==> config.mk <==
export PLATFORM = sky130hd
export DESIGN_NAME = exec_sequencer
export DESIGN_NICKNAME = d
export VERILOG_FILES = /design/src/rtl/exec_sequencer_pkg.sv /design/src/rtl/exec_sequencer_mul.sv /design/src/rtl/exec_sequencer.sv
export SDC_FILE = /design/constraint.sdc
export NUM_CORES = 1
export LEC_CHECK = 0
export ABC_AREA = 0
export BUFFER_PORTS_ARGS = -buffer_cell sky130_fd_sc_hd__buf_2
export CORE_UTILIZATION = 50
export CTS_BUF_LIST = sky130_fd_sc_hd__clkbuf_8
export DETAILED_ROUTE_END_ITERATION = 10
export GPL_TIMING_DRIVEN = 0
export PLACE_DENSITY = 0.77
export SLEW_MARGIN = 20
export SYNTH_ARGS = -nofsm -noshare
export SYNTH_HDL_FRONTEND = slang
export SYNTH_SLANG_ARGS = --single-unit
==> constraint.sdc <==
create_clock -name clock -period 3 [get_ports clock]
set_clock_uncertainty 0.15 [all_clocks]
set_input_delay 0.45 -clock clock [delete_from_list [all_inputs] [get_ports clock]]
set_output_delay 0.45 -clock clock [all_outputs]
set_load 0.03 [all_outputs]
==> src/rtl/exec_sequencer_pkg.sv <==
// Shared definitions for the execute/control sequencer.
// Holds the datapath and register-index widths, the instruction field
// positions, the opcode and FSM state encodings, and an opcode decode helper.
package exec_sequencer_pkg;

    localparam int DATA_W    = 8;
    localparam int REG_W     = 1;
    localparam int MUL_STEPS = 8;

    // Instruction layout: [7:5] opcode, [4] dst, [3] srcA, [2] srcB, [1:0] unused.
    localparam int OPC_MSB  = 7;
    localparam int OPC_LSB  = 5;
    localparam int DST_BIT  = 4;
    localparam int SRCA_BIT = 3;
    localparam int SRCB_BIT = 2;

    typedef enum logic [2:0] {
        OP_ADD = 3'b000,
        OP_SUB = 3'b001,
        OP_AND = 3'b010,
        OP_OR  = 3'b011,
        OP_XOR = 3'b100,
        OP_MUL = 3'b101,
        OP_SHL = 3'b110,
        OP_NOP = 3'b111
    } opcode_e;

    typedef enum logic [2:0] {
        ST_IDLE  = 3'd0,
        ST_READ  = 3'd1,
        ST_EXEC  = 3'd2,
        ST_MUL   = 3'd3,
        ST_WRITE = 3'd4
    } state_e;

    function automatic opcode_e decode_opcode(input logic [DATA_W-1:0] ins);
        return opcode_e'(ins[OPC_MSB:OPC_LSB]);
    endfunction

endpackage

==> src/rtl/exec_sequencer_mul.sv <==
// Iterative 8x8 shift-add multiplier.
// Ports:
//   clock, reset  - rising-edge clock, synchronous active-high reset (aborts)
//   start         - one-cycle pulse; loads a/b and clears the product
//   a, b          - multiplicand / multiplier, sampled on start
//   product       - 16-bit product, final after the edge on which done is high
//   done          - high during the last of the 8 iteration cycles
module shift_add_mul8
    import exec_sequencer_pkg::*;
(
    input  logic                  clock,
    input  logic                  reset,
    input  logic                  start,
    input  logic [DATA_W-1:0]     a,
    input  logic [DATA_W-1:0]     b,
    output logic [2*DATA_W-1:0]   product,
    output logic                  done
);

    logic [2*DATA_W-1:0] acc;
    logic [2*DATA_W-1:0] mcand;
    logic [DATA_W-1:0]   mplier;
    logic [2:0]          count;
    logic                running;

    always_ff @(posedge clock) begin
        if (reset) begin
            acc     <= '0;
            mcand   <= '0;
            mplier  <= '0;
            count   <= '0;
            running <= 1'b0;
        end else if (start) begin
            acc     <= '0;
            mcand   <= {{DATA_W{1'b0}}, a};
            mplier  <= b;
            count   <= '0;
            running <= 1'b1;
        end else if (running) begin
            if (mplier[0]) begin
                acc <= acc + mcand;
            end
            mcand  <= mcand << 1;
            mplier <= mplier >> 1;
            count  <= count + 3'd1;
            if (count == 3'(MUL_STEPS - 1)) begin
                running <= 1'b0;
            end
        end
    end

    // Flags the final iteration so the sequencer can leave MUL on the same
    // edge that completes the product, keeping MUL exactly 8 cycles long.
    assign done    = running && (count == 3'(MUL_STEPS - 1));
    assign product = acc;

endmodule

==> src/rtl/exec_sequencer.sv <==
// Multi-cycle execute/control stage in front of a 2-entry 8-bit register file.
// Ports:
//   clock, reset            - rising-edge clock, synchronous active-high reset
//   instr_valid/instr_ready - instruction handshake; instr is 8 bits
//   rf_read_register1/2     - operand addresses (srcA/srcB of latched instr)
//   rf_read_data1/2         - combinational register file read data
//   rf_write_enable/_register/_data - one-cycle write port
//   busy, done              - not-idle status, one-cycle completion pulse
//   zero_flag, carry_flag   - flags of the last completed non-NOP op
//   state_debug             - current FSM state
//
// Handshake: an instruction transfers on a rising edge where instr_valid and
// instr_ready are both high. instr_ready is high only in IDLE outside reset;
// the producer must hold instr stable until the transfer, and instr_valid is
// ignored at all other times.
module exec_sequencer
    import exec_sequencer_pkg::*;
(
    input  logic              clock,
    input  logic              reset,
    input  logic              instr_valid,
    output logic              instr_ready,
    input  logic [DATA_W-1:0] instr,
    output logic [REG_W-1:0]  rf_read_register1,
    output logic [REG_W-1:0]  rf_read_register2,
    input  logic [DATA_W-1:0] rf_read_data1,
    input  logic [DATA_W-1:0] rf_read_data2,
    output logic              rf_write_enable,
    output logic [REG_W-1:0]  rf_write_register,
    output logic [DATA_W-1:0] rf_write_data,
    output logic              busy,
    output logic              done,
    output logic              zero_flag,
    output logic              carry_flag,
    output state_e            state_debug
);

    state_e                state_q, state_d;
    opcode_e               op_q;
    logic [REG_W-1:0]      dst_q, srca_q, srcb_q;
    logic [DATA_W-1:0]     a_q, b_q;
    logic [DATA_W-1:0]     alu_res, alu_res_q;
    logic                  alu_carry, alu_carry_q;
    logic                  mul_start, mul_done;
    logic [2*DATA_W-1:0]   mul_product;
    logic [DATA_W-1:0]     wdata;
    logic                  wcarry;
    logic                  accept;
    logic                  unused_instr_bits;

    assign unused_instr_bits = ^instr[1:0];
    assign accept            = instr_valid && instr_ready;

    always_ff @(posedge clock) begin
        if (reset) begin
            state_q <= ST_IDLE;
        end else begin
            state_q <= state_d;
        end
    end

    always_comb begin
        state_d   = state_q;
        mul_start = 1'b0;
        case (state_q)
            ST_IDLE:  if (accept) state_d = ST_READ;
            ST_READ:  state_d = ST_EXEC;
            ST_EXEC: begin
                if (op_q == OP_MUL) begin
                    mul_start = 1'b1;
                    state_d   = ST_MUL;
                end else begin
                    state_d = ST_WRITE;
                end
            end
            ST_MUL:   if (mul_done) state_d = ST_WRITE;
            ST_WRITE: state_d = ST_IDLE;
            default:  state_d = ST_IDLE;
        endcase
    end

    // 9-bit add/subtract so bit 8 is the carry or the unsigned borrow.
    always_comb begin
        alu_res   = '0;
        alu_carry = 1'b0;
        case (op_q)
            OP_ADD: {alu_carry, alu_res} = {1'b0, a_q} + {1'b0, b_q};
            OP_SUB: {alu_carry, alu_res} = {1'b0, a_q} - {1'b0, b_q};
            OP_AND: alu_res = a_q & b_q;
            OP_OR:  alu_res = a_q | b_q;
            OP_XOR: alu_res = a_q ^ b_q;
            OP_SHL: begin
                alu_res   = {a_q[DATA_W-2:0], 1'b0};
                alu_carry = a_q[DATA_W-1];
            end
            default: ;
        endcase
    end

    always_ff @(posedge clock) begin
        if (reset) begin
            op_q        <= OP_NOP;
            dst_q       <= '0;
            srca_q      <= '0;
            srcb_q      <= '0;
            a_q         <= '0;
            b_q         <= '0;
            alu_res_q   <= '0;
            alu_carry_q <= 1'b0;
            zero_flag   <= 1'b0;
            carry_flag  <= 1'b0;
        end else begin
            if (accept) begin
                op_q   <= decode_opcode(instr);
                dst_q  <= instr[DST_BIT];
                srca_q <= instr[SRCA_BIT];
                srcb_q <= instr[SRCB_BIT];
            end
            if (state_q == ST_READ) begin
                a_q <= rf_read_data1;
                b_q <= rf_read_data2;
            end
            if (state_q == ST_EXEC) begin
                alu_res_q   <= alu_res;
                alu_carry_q <= alu_carry;
            end
            if (state_q == ST_WRITE && op_q != OP_NOP) begin
                zero_flag  <= (wdata == '0);
                carry_flag <= wcarry;
            end
        end
    end

    shift_add_mul8 u_mul (
        .clock   (clock),
        .reset   (reset),
        .start   (mul_start),
        .a       (a_q),
        .b       (b_q),
        .product (mul_product),
        .done    (mul_done)
    );

    // MUL results come straight from the multiplier's product register; all
    // other ops from the ALU result register loaded in EXEC.
    assign wdata  = (op_q == OP_MUL) ? mul_product[DATA_W-1:0] : alu_res_q;
    assign wcarry = (op_q == OP_MUL) ? (mul_product[2*DATA_W-1:DATA_W] != '0)
                                     : alu_carry_q;

    // Status and strobes are gated by reset so an aborted op never writes
    // (the register file lets write enable override its own reset).
    assign instr_ready       = (state_q == ST_IDLE) && !reset;
    assign busy              = (state_q != ST_IDLE) && !reset;
    assign done              = (state_q == ST_WRITE) && !reset;
    assign rf_write_enable   = done && (op_q != OP_NOP);
    assign rf_write_register = dst_q;
    assign rf_write_data     = wdata;
    assign rf_read_register1 = srca_q;
    assign rf_read_register2 = srcb_q;
    assign state_debug       = state_q;

endmodule
# --- Yosys cells after proc, flatten, opt, wreduce, memory -nomap -nowiden ---
# Index checks and enable logic that the tools add are counted.
op_classes:
  n_reduce_logical: 17
  addsub: 4
  n_bitwise: 3
  mux: 17
  n_eq_ne: 14
ops:
  columns: ["op", "n"]
  rows:
  - ["one-hot mux 8 bit (6 select lines)", 1]
  - ["two-way mux 8 bit", 5]
  - ["adder 16 bit", 1]
  - ["equality test 3 bit (second input constant)", 5]
  - ["equality test 3 x 2 -> 1 bit (second input constant)", 4]
  - ["one-hot mux 3 bit (4 select lines)", 1]
  - ["adder 8 x 8 -> 9 bit", 1]
  - ["two-way mux 3 bit", 3]
  - ["subtractor 8 x 8 -> 9 bit", 1]
  - ["AND 8 bit", 1]
  - ["zero test 8 bit", 1]
  - ["bitwise OR 8 bit", 1]
  - ["nonzero test 8 bit", 1]
  - ["bitwise XOR 8 bit", 1]
  - ["logical AND 1 bit", 7]
  - ["equality test 3 x 1 -> 1 bit (second input constant)", 2]
  - ["zero test 3 bit", 2]
  - ["two-way mux 1 bit", 6]
  - ["!= test 2 bit (second input constant)", 2]
  - ["AND reduction 2 bit", 2]
  - ["adder 3 x 1 -> 3 bit (second input constant)", 1]
  - ["!= test 3 bit (second input constant)", 1]
  - ["one-hot mux 1 bit (3 select lines)", 1]
  - ["nonzero test 3 bit", 1]
  - ["3 further kinds", 3]
totals:
  elab_cells: 72
  output_inout_bits: 20
  ff_bits: 80
  inputBits: 27

# --- Logic depth before layout (Yosys ltp) ---
# Gate-level depths: netlist of run 1.
depth:
  depth_word: 5
  depth_mapped: 10
  depth_no_buf: 10

# --- Modules after synthesis ---
# A second synthesis of run 1 with hierarchy kept.
unflattened:
  cells_unflattened: 655
  area_unflattened_um2: 5218.8
by_module_without_submodules:
  columns: ["module", "n_inst", "cells_each", "seq_area_each_um2", "area_each_um2"]
  rows:
  - ["exec_sequencer", 1, 364, 720.7, 2760.1]
  - ["shift_add_mul8", 1, 291, 880.8, 2458.6]

# --- Worst setup path after synthesis of run 1 ---
# No wires, ideal clock.
synth_path:
  path_type: "flip-flop to flip-flop"
  start: "register a_q[1]"
  end: "register alu_res_q[7]"
  synth_period_minus_slack_ns: 2.459
  setup_time_ns: 0.116
  slack_ns: 0.541
  path_stages_with_launch: 10
  required_ns: 2.734
  arrival_ns: 2.193
  n_path_buf: 0
  cell_sequence: "dfxtp_1 inv_1 ha_1 o21bai_1 a21oi_1 nor2_1 o41ai_1 mux2_1 a211o_1 and3_1"
synth_via:
  elab_chain_len: 2
  word_cells_on_any_way: 3
  classes_between: "add/sub (2); mux (1)"
synth_rtl:
  columns: ["element", "line", "rtl"]
  rows:
  - ["from (decl)", "exec_sequencer.sv:41", "logic [DATA_W-1:0] a_q, b_q;"]
  - ["from (signal assigned)", "exec_sequencer.sv:120", "a_q <= rf_read_data1;"]
  - ["subtractor 8 x 8 -> 9 bit / adder 8 x 8 -> 9 bit (equally long branches)", "exec_sequencer.sv:88, exec_sequencer.sv:87", null]
  - ["one-hot mux 8 bit (6 select lines) (*)", "exec_sequencer.sv:86", "case (op_q)"]
  - ["to (signal assigned)", "exec_sequencer.sv:124", "alu_res_q <= alu_res;"]
  - ["to (decl)", "exec_sequencer.sv:42", "logic [DATA_W-1:0] alu_res, alu_res_q;"]
# Every way passes the cells marked *; elsewhere a longest branch is shown, timed or not.
# A chain may end at the register's enable or synchronous reset.

# --- Worst setup path after layout of run 1 ---
# Same ends and word-level chain as after synthesis.

==> results by group, run 1 <==
Synthesis
  – Post-synth EDFFs: 0
  – Ys flop type: dfxtp_1
  – Post-synth ARST share: 0
  – Syn. warnings: 0
  – Number of distinct library cells after synthesis: 72
  – Yosys reg bits: 80
  – Sequential area share after synthesis: 0.313
  – Syn_nets: 711
  – Avg Cell Area, Syn: 8.01 sq um
  – Top cells by area, synth: dfxtp_1 (31%), ha_1 (11%), nand2_1 (7.9%)
  – Synth area leader: dfxtp_1
  – Area share of the largest cell type after synthesis: 0.313
  – Syn Inst Count: 638
  – Cell Area, Synth: 5110 sq um

Clocking
  – Post-CTS setup buffer count: 0
  – H-tree lvl count: 3
  – CTS max path bufs: 2
  – CTS tree: built
  – Clock root buffer: clkbuf_8
  – CTS Buf Count: 9
  – Worst-path clk slew: 0.08 ns
  – Clk_lat worst skew: 0.37 ns
  – Clk sinks: 80

Critical path
  – R2R cell count: 9
  – CP Class: reg2reg
  – CP startpoint kind: register
  – Crit-path max FO: 6
  – Crit end category: register
  – CP required: 3.12 ns
  – CP Data Arrival Time: 2.94 ns

Power
  – Pwr Total: 0.00223 W
  – Worst vdd ir: 0.000304 V
  – Net switching power: 0.000680 W
  – PwrDens: 391 nW/um^2
  – P_int: 0.00155 W
  – Comb pwr share: 0.160
  – Clock power share: 0.343
  – Flop pwr share: 0.497
  – Net Sw Frac: 0.305
  – Leakage: 2.30 nW

Final layout
  – Number of nets in the layout: 766
  – Final Util: 0.581
  – Fraction of layout cells with a size suffix above 1: 0.135
  – Design Area, Final: 5700 sq um
  – Layout fillers: 927
  – Ant diodes: 0
  – P&R area growth vs syn: 11.6%

Timing
  – Final Max Tran Viols: 0
  – Post-route minimum period: 2.82 ns
  – Actual slew at the worst max-slew pin: 0.648 ns
  – Fin Setup TNS: 0 ns
  – Peak Freq: 354 MHz
  – Final count of hold timing violations: 0
  – Final Cycle Share: 0.941
  – Setup-failing EPs final: 0
  – Rel. slew slack: 0.557
  – RSZ-0062 raised after global routing: no
  – Worst hold margin: 0.137 ns

Route
  – Pre-antenna DRT Iters: 4
  – Final wirelength: 13900 microns
  – Number of DRC markers in iteration 0: 395
  – Wirelength per Cell: 16.7 microns
  – Antenna-violating nets left: 0
  – Met3 routed WL: 813 microns
  – DR vias: 4772
  – Highest routed layer: met4
  – DRC viols: 0
  – Vias/cell: 5.74
  – WL met1: 6620 microns
  – WL met2: 6100 microns

Outcome
  – Outcome: finished clean

GRT
  – Initial antenna violation count: 0
  – Vias in the first global route: 4377
  – Total track usage: 0.276
  – Grt ovf: 0
  – First-pass GRT wire length: 22100 microns
  – Largest net degree at the start of global routing: 16

Floorplanning
  – Core area: 9820 sq um
  – IO Pins: 47
  – Chip width: 103 microns
  – Cell Rows: 36
  – Die H: 103 microns
  – Starting Density: 0.521
  – Area of the die: 10600 sq um

Placement
  – I/O Buffers: 44
  – HPWL after DPL: 10600 microns
  – Final GP Congestion: 0.936
  – Area after DPL: 5500 sq um

Hold path
  – Hold path cells: 3
  – Min-delay worst type: in2reg

Job
  – Max Cap Viol: 0
[metal layers]
metal,GRT usage,vias to the layer above
met2,0.428,175
met1,0.382,2213
met4,0.0986,0
met3,0.0515,29
met5,0,-
li1,-,2355
[critical path: stages, from the launching register on]
cell and delay (ns):
dfxtp_1 0.49, inv_1 0.17, ha_1 0.36, o21bai_1 0.11, a21oi_2 0.23, nor2_1 0.08, o41ai_2 0.28, mux2_1 0.38
a211o_1 0.30, and3_1 0.18
[timing repair]
item | in CTS | in global routing
setup endpoints to repair | 0 | 2
hold endpoints to repair | 0 | 0
resized for setup | 0 | 3
hold buffers | 0 | 0
[worst paths after layout]
kind              startpoint                end  slack (ns)
setup / recovery      a_q[1]       alu_res_q[7]        0.18
hold / removal      instr[2]  rf_read_register2        0.14
setup reg to reg      a_q[1]       alu_res_q[7]        0.18
hold reg to reg    zero_flag          zero_flag        0.32
[layout make-up]
type | instances | area [sq um] | area share
clock buffers | 10 | 138 | 0.0241
plain buffers | 34 | 199 | 0.0349
repair buffers | 44 | 220 | 0.0386
clock inverters | 6 | 50.0 | 0.00878
flip-flops and latches | 80 | 1600 | 0.281
inverters | 26 | 97.6 | 0.0171
well taps | 133 | 166 | 0.0292
multi-input cells | 498 | 3230 | 0.566
[power by group through the flow]
stage | combinational [W] | sequential [W] | clock [W]
after global routing | 0.000390 | 0.00111 | 0.000823
final | 0.000357 | 0.00111 | 0.000765
after floorplan | 0.000236 | 0.00113 | 0
after global placement | 0.000338 | 0.00113 | 0
after CTS | 0.000346 | 0.00111 | 0.000778
after detailed placement | 0.000344 | 0.00113 | 0
[stage by stage]
step	worst slack, ns	std cells
2_1_floorplan	0.541	638
3_3_place_gp	0.0432	815
3_5_place_dp	0.0268	815
4_1_cts	0.00927	831
5_1_grt	0.0633	831
6_report	0.178	831
[state kept, by name, indices dropped and copies added (netlist names)]
name / flops
zero_flag: 1
u_mul.product: 16
rf_read_register1: 1
alu_carry_q: 1
a_q: 8
u_mul.count: 3
op_q: 3
u_mul.running: 1
rf_read_register2: 1
b_q: 8
rf_write_register: 1
u_mul.mplier: 8
alu_res_q: 8
state_debug: 3
u_mul.mcand: 16
carry_flag: 1
[cell usage after synthesis (all sizes together), types with 2 or more instances]
cell       n
a21o       5
o21bai     4
or3        3
dfxtp     80
a2111o     2
o41ai      2
nand3b     6
inv       25
nor3      10
fa         3
and2       3
mux2i     31
a211oi    25
o211ai     2
nor4       7
a311oi     3
a31oi      8
xnor2     10
a2111oi    3
nor2      75
clkbuf    22
nand2b     9
o22ai      3
and3       2
ha        43
nor2b      6
mux2       2
nand2    108
o21ai     22
a21oi     64
buf       11
o221ai     2
o31ai      4
xor2       5
nand3      6
o21a       2
or2        2
[cells in the final DEF (no fill, tap or decap), types with 3 or more instances in the layout]
cell / instances
nand2_1: 108
dfxtp_1: 80
nor2_1: 74
a21oi_1: 63
buf_2: 50
ha_1: 43
mux2i_1: 31
inv_1: 24
a211oi_1: 23
clkbuf_1: 18
o21ai_0: 16
clkbuf_8: 14
xnor2_1: 10
nor3_1: 9
nand2b_1: 8
a31oi_1: 8
nand3_1: 6
nor4_1: 6
nand3b_1: 6
a21o_1: 5
nor2b_1: 5
xor2_1: 5
o21ai_1: 5
and2_1: 3
or3_1: 3
a311oi_1: 3
o21bai_1: 3
o22ai_1: 3
fa_1: 3
inv_6: 3
[cells by family after synthesis]
group                      Yosys count  share of synthesized area
muxes                               33                     0.0651
adders and majority gates           46                      0.117
and+or+nand+nor                    243                      0.213
xor gates and xnor gates            15                     0.0257
buffers and inverters               60                     0.0580
AOI/OAI and AO/OA                  161                      0.208
DFF                                 80                      0.313
No activity file was read; power rests on OpenSTA's default activity.
==> run 2, diff against run 1 <==
BUFFER_PORTS_ARGS = default   (was -buffer_cell sky130_fd_sc_hd__buf_2)
DONT_BUFFER_PORTS = 1   (was default)
PLACE_DENSITY = 0.73   (was 0.77)
==> results by group, run 2 (same netlist as run 1, synthesis figures left out) <==
Floorplanning
  – Chip width: 103 microns
  – Starting Density: 0.521
  – Core area: 9820 sq um
  – Cell Rows: 36
  – IO Pins: 47
  – Area of the die: 10600 sq um
  – Die H: 103 microns

Clocking
  – CTS Buf Count: 9
  – Clk_lat worst skew: 0.37 ns
  – Clk sinks: 80
  – Worst-path clk slew: 0.09 ns
  – CTS tree: built
  – Clock root buffer: clkbuf_8
  – H-tree lvl count: 3
  – CTS max path bufs: 2

GRT
  – Vias in the first global route: 4287
  – Total track usage: 0.273
  – Largest net degree at the start of global routing: 15
  – First-pass GRT wire length: 21800 microns
  – Initial antenna violation count: 0
  – Grt ovf: 0

Route
  – DRC viols: 0
  – Number of DRC markers in iteration 0: 359
  – Wirelength per Cell: 17.4 microns
  – Vias/cell: 5.89
  – Final wirelength: 13700 microns
  – DR vias: 4634
  – Pre-antenna DRT Iters: 5
  – Antenna-violating nets left: 0

Timing
  – Peak Freq: 350 MHz
  – RSZ-0062 raised after global routing: no
  – Final count of hold timing violations: 0
  – Final Max Tran Viols: 0
  – Rel. slew slack: 0.284
  – Final Cycle Share: 0.952
  – Setup-failing EPs final: 0
  – Actual slew at the worst max-slew pin: 1.07 ns
  – Worst hold margin: 0.0523 ns
  – Post-route minimum period: 2.86 ns
  – Fin Setup TNS: 0 ns

Final layout
  – Number of nets in the layout: 722
  – Design Area, Final: 5470 sq um
  – Non-Filler Instances: 787
  – Ant diodes: 0
  – Layout fillers: 941
  – Most common library cell in the layout ignoring fill and taps: nand2_1
  – P&R area growth vs syn: 7.07%
  – Multi-input logic area: 3230 sq um
  – Most frequent cells in the layout: nand2_1 (108), dfxtp_1 (80), nor2_1 (74)
  – Fraction of layout cells with a size suffix above 1: 0.0749
  – Seq. cell area: 1600 sq um

Critical path
  – CP Class: reg2reg
  – CP required: 3.11 ns
  – CP Data Arrival Time: 2.97 ns
  – CP startpoint kind: register
  – Crit-path max FO: 6
  – Delay of the slowest cell on the worst path: 0.48 ns
  – Crit-path slowest cell: dfxtp_1
  – Crit path cell chain: inv_1 -> ha_1 -> o21bai_1 -> a21oi_2 -> nor2_1 -> o41ai_2 -> mux2_1 -> a211o_1 -> and3_1
  – Crit end category: register

Placement
  – I/O Buffers: 0
  – Area after DPL: 5280 sq um
  – Final GP Congestion: 0.956
  – Placed Cells: 771
  – HPWL after DPL: 10500 microns

Hold path
  – Min-delay worst type: in2reg

Job
  – Max Cap Viol: 0

Power
  – Pwr Total: 0.00218 W
  – Worst vdd ir: 0.000345 V
  – PwrDens: 397 nW/um^2
  – Leakage: 2.10 nW

Outcome
  – Outcome: finished clean
## run 2: stage by stage
stage / util / setup WS [ns]
final: 0.557 / 0.144
after global routing: 0.557 / 0.0427
after CTS: 0.556 / 0.0879
after detailed placement: 0.537 / -0.0168
after global placement: 0.537 / 0.00209
after floorplan: - / 0.541
## run 2: critical path: cells and delay by family, from the launching register on
kind                       cells  cell delay, ns
buffers and inverters          1            0.17
muxes                          1            0.37
AOI/OAI and AO/OA              4            0.95
adders and majority gates      1            0.35
DFF                            1            0.48
and+or+nand+nor                2            0.27
## run 2: path summary, 6_finish.rpt
check                   startpoint                to  slack [ns]  depth (start not counted)
setup reg to reg            a_q[1]      alu_res_q[7]        0.14                          9
hold reg to reg   u_mul.product[4]  u_mul.product[4]        0.33                          2
hold / removal    rf_read_data1[4]            a_q[4]        0.05                          2
setup / recovery            a_q[1]      alu_res_q[7]        0.14                          9
## run 2: area by class of cell
| class | count | area share |
|---|---|---|
| Clock inverter | 6 | 0.00754 |
| Tap cell | 133 | 0.0304 |
| Buffer | 34 | 0.0364 |
| Sequential cell | 80 | 0.293 |
| Multi-Input combinational cell | 498 | 0.590 |
| Inverter | 26 | 0.0178 |
| Clock buffer | 10 | 0.0251 |
## run 2: power breakdown
part	switching [W]	internal, W
registers	0.0000375	0.00108
logic	0.000206	0.000113
clock network	0.000410	0.000324
## run 2: timing repair
action	4_1_cts	5_1_grt
buffers inserted	0	0
cloned	0	0
hold buffers	0	0
setup endpoints to repair	1	2
gates resized for setup	1	2
## run 2: layer usage
layer / share of wire / wire length, microns / track usage
met2: 0.44 / 5970 / 0.413
met3: 0.075 / 1030 / 0.0583
met5: 0 / 0 / 0
met4: 0.025 / 339 / 0.107
met1: 0.46 / 6330 / 0.378
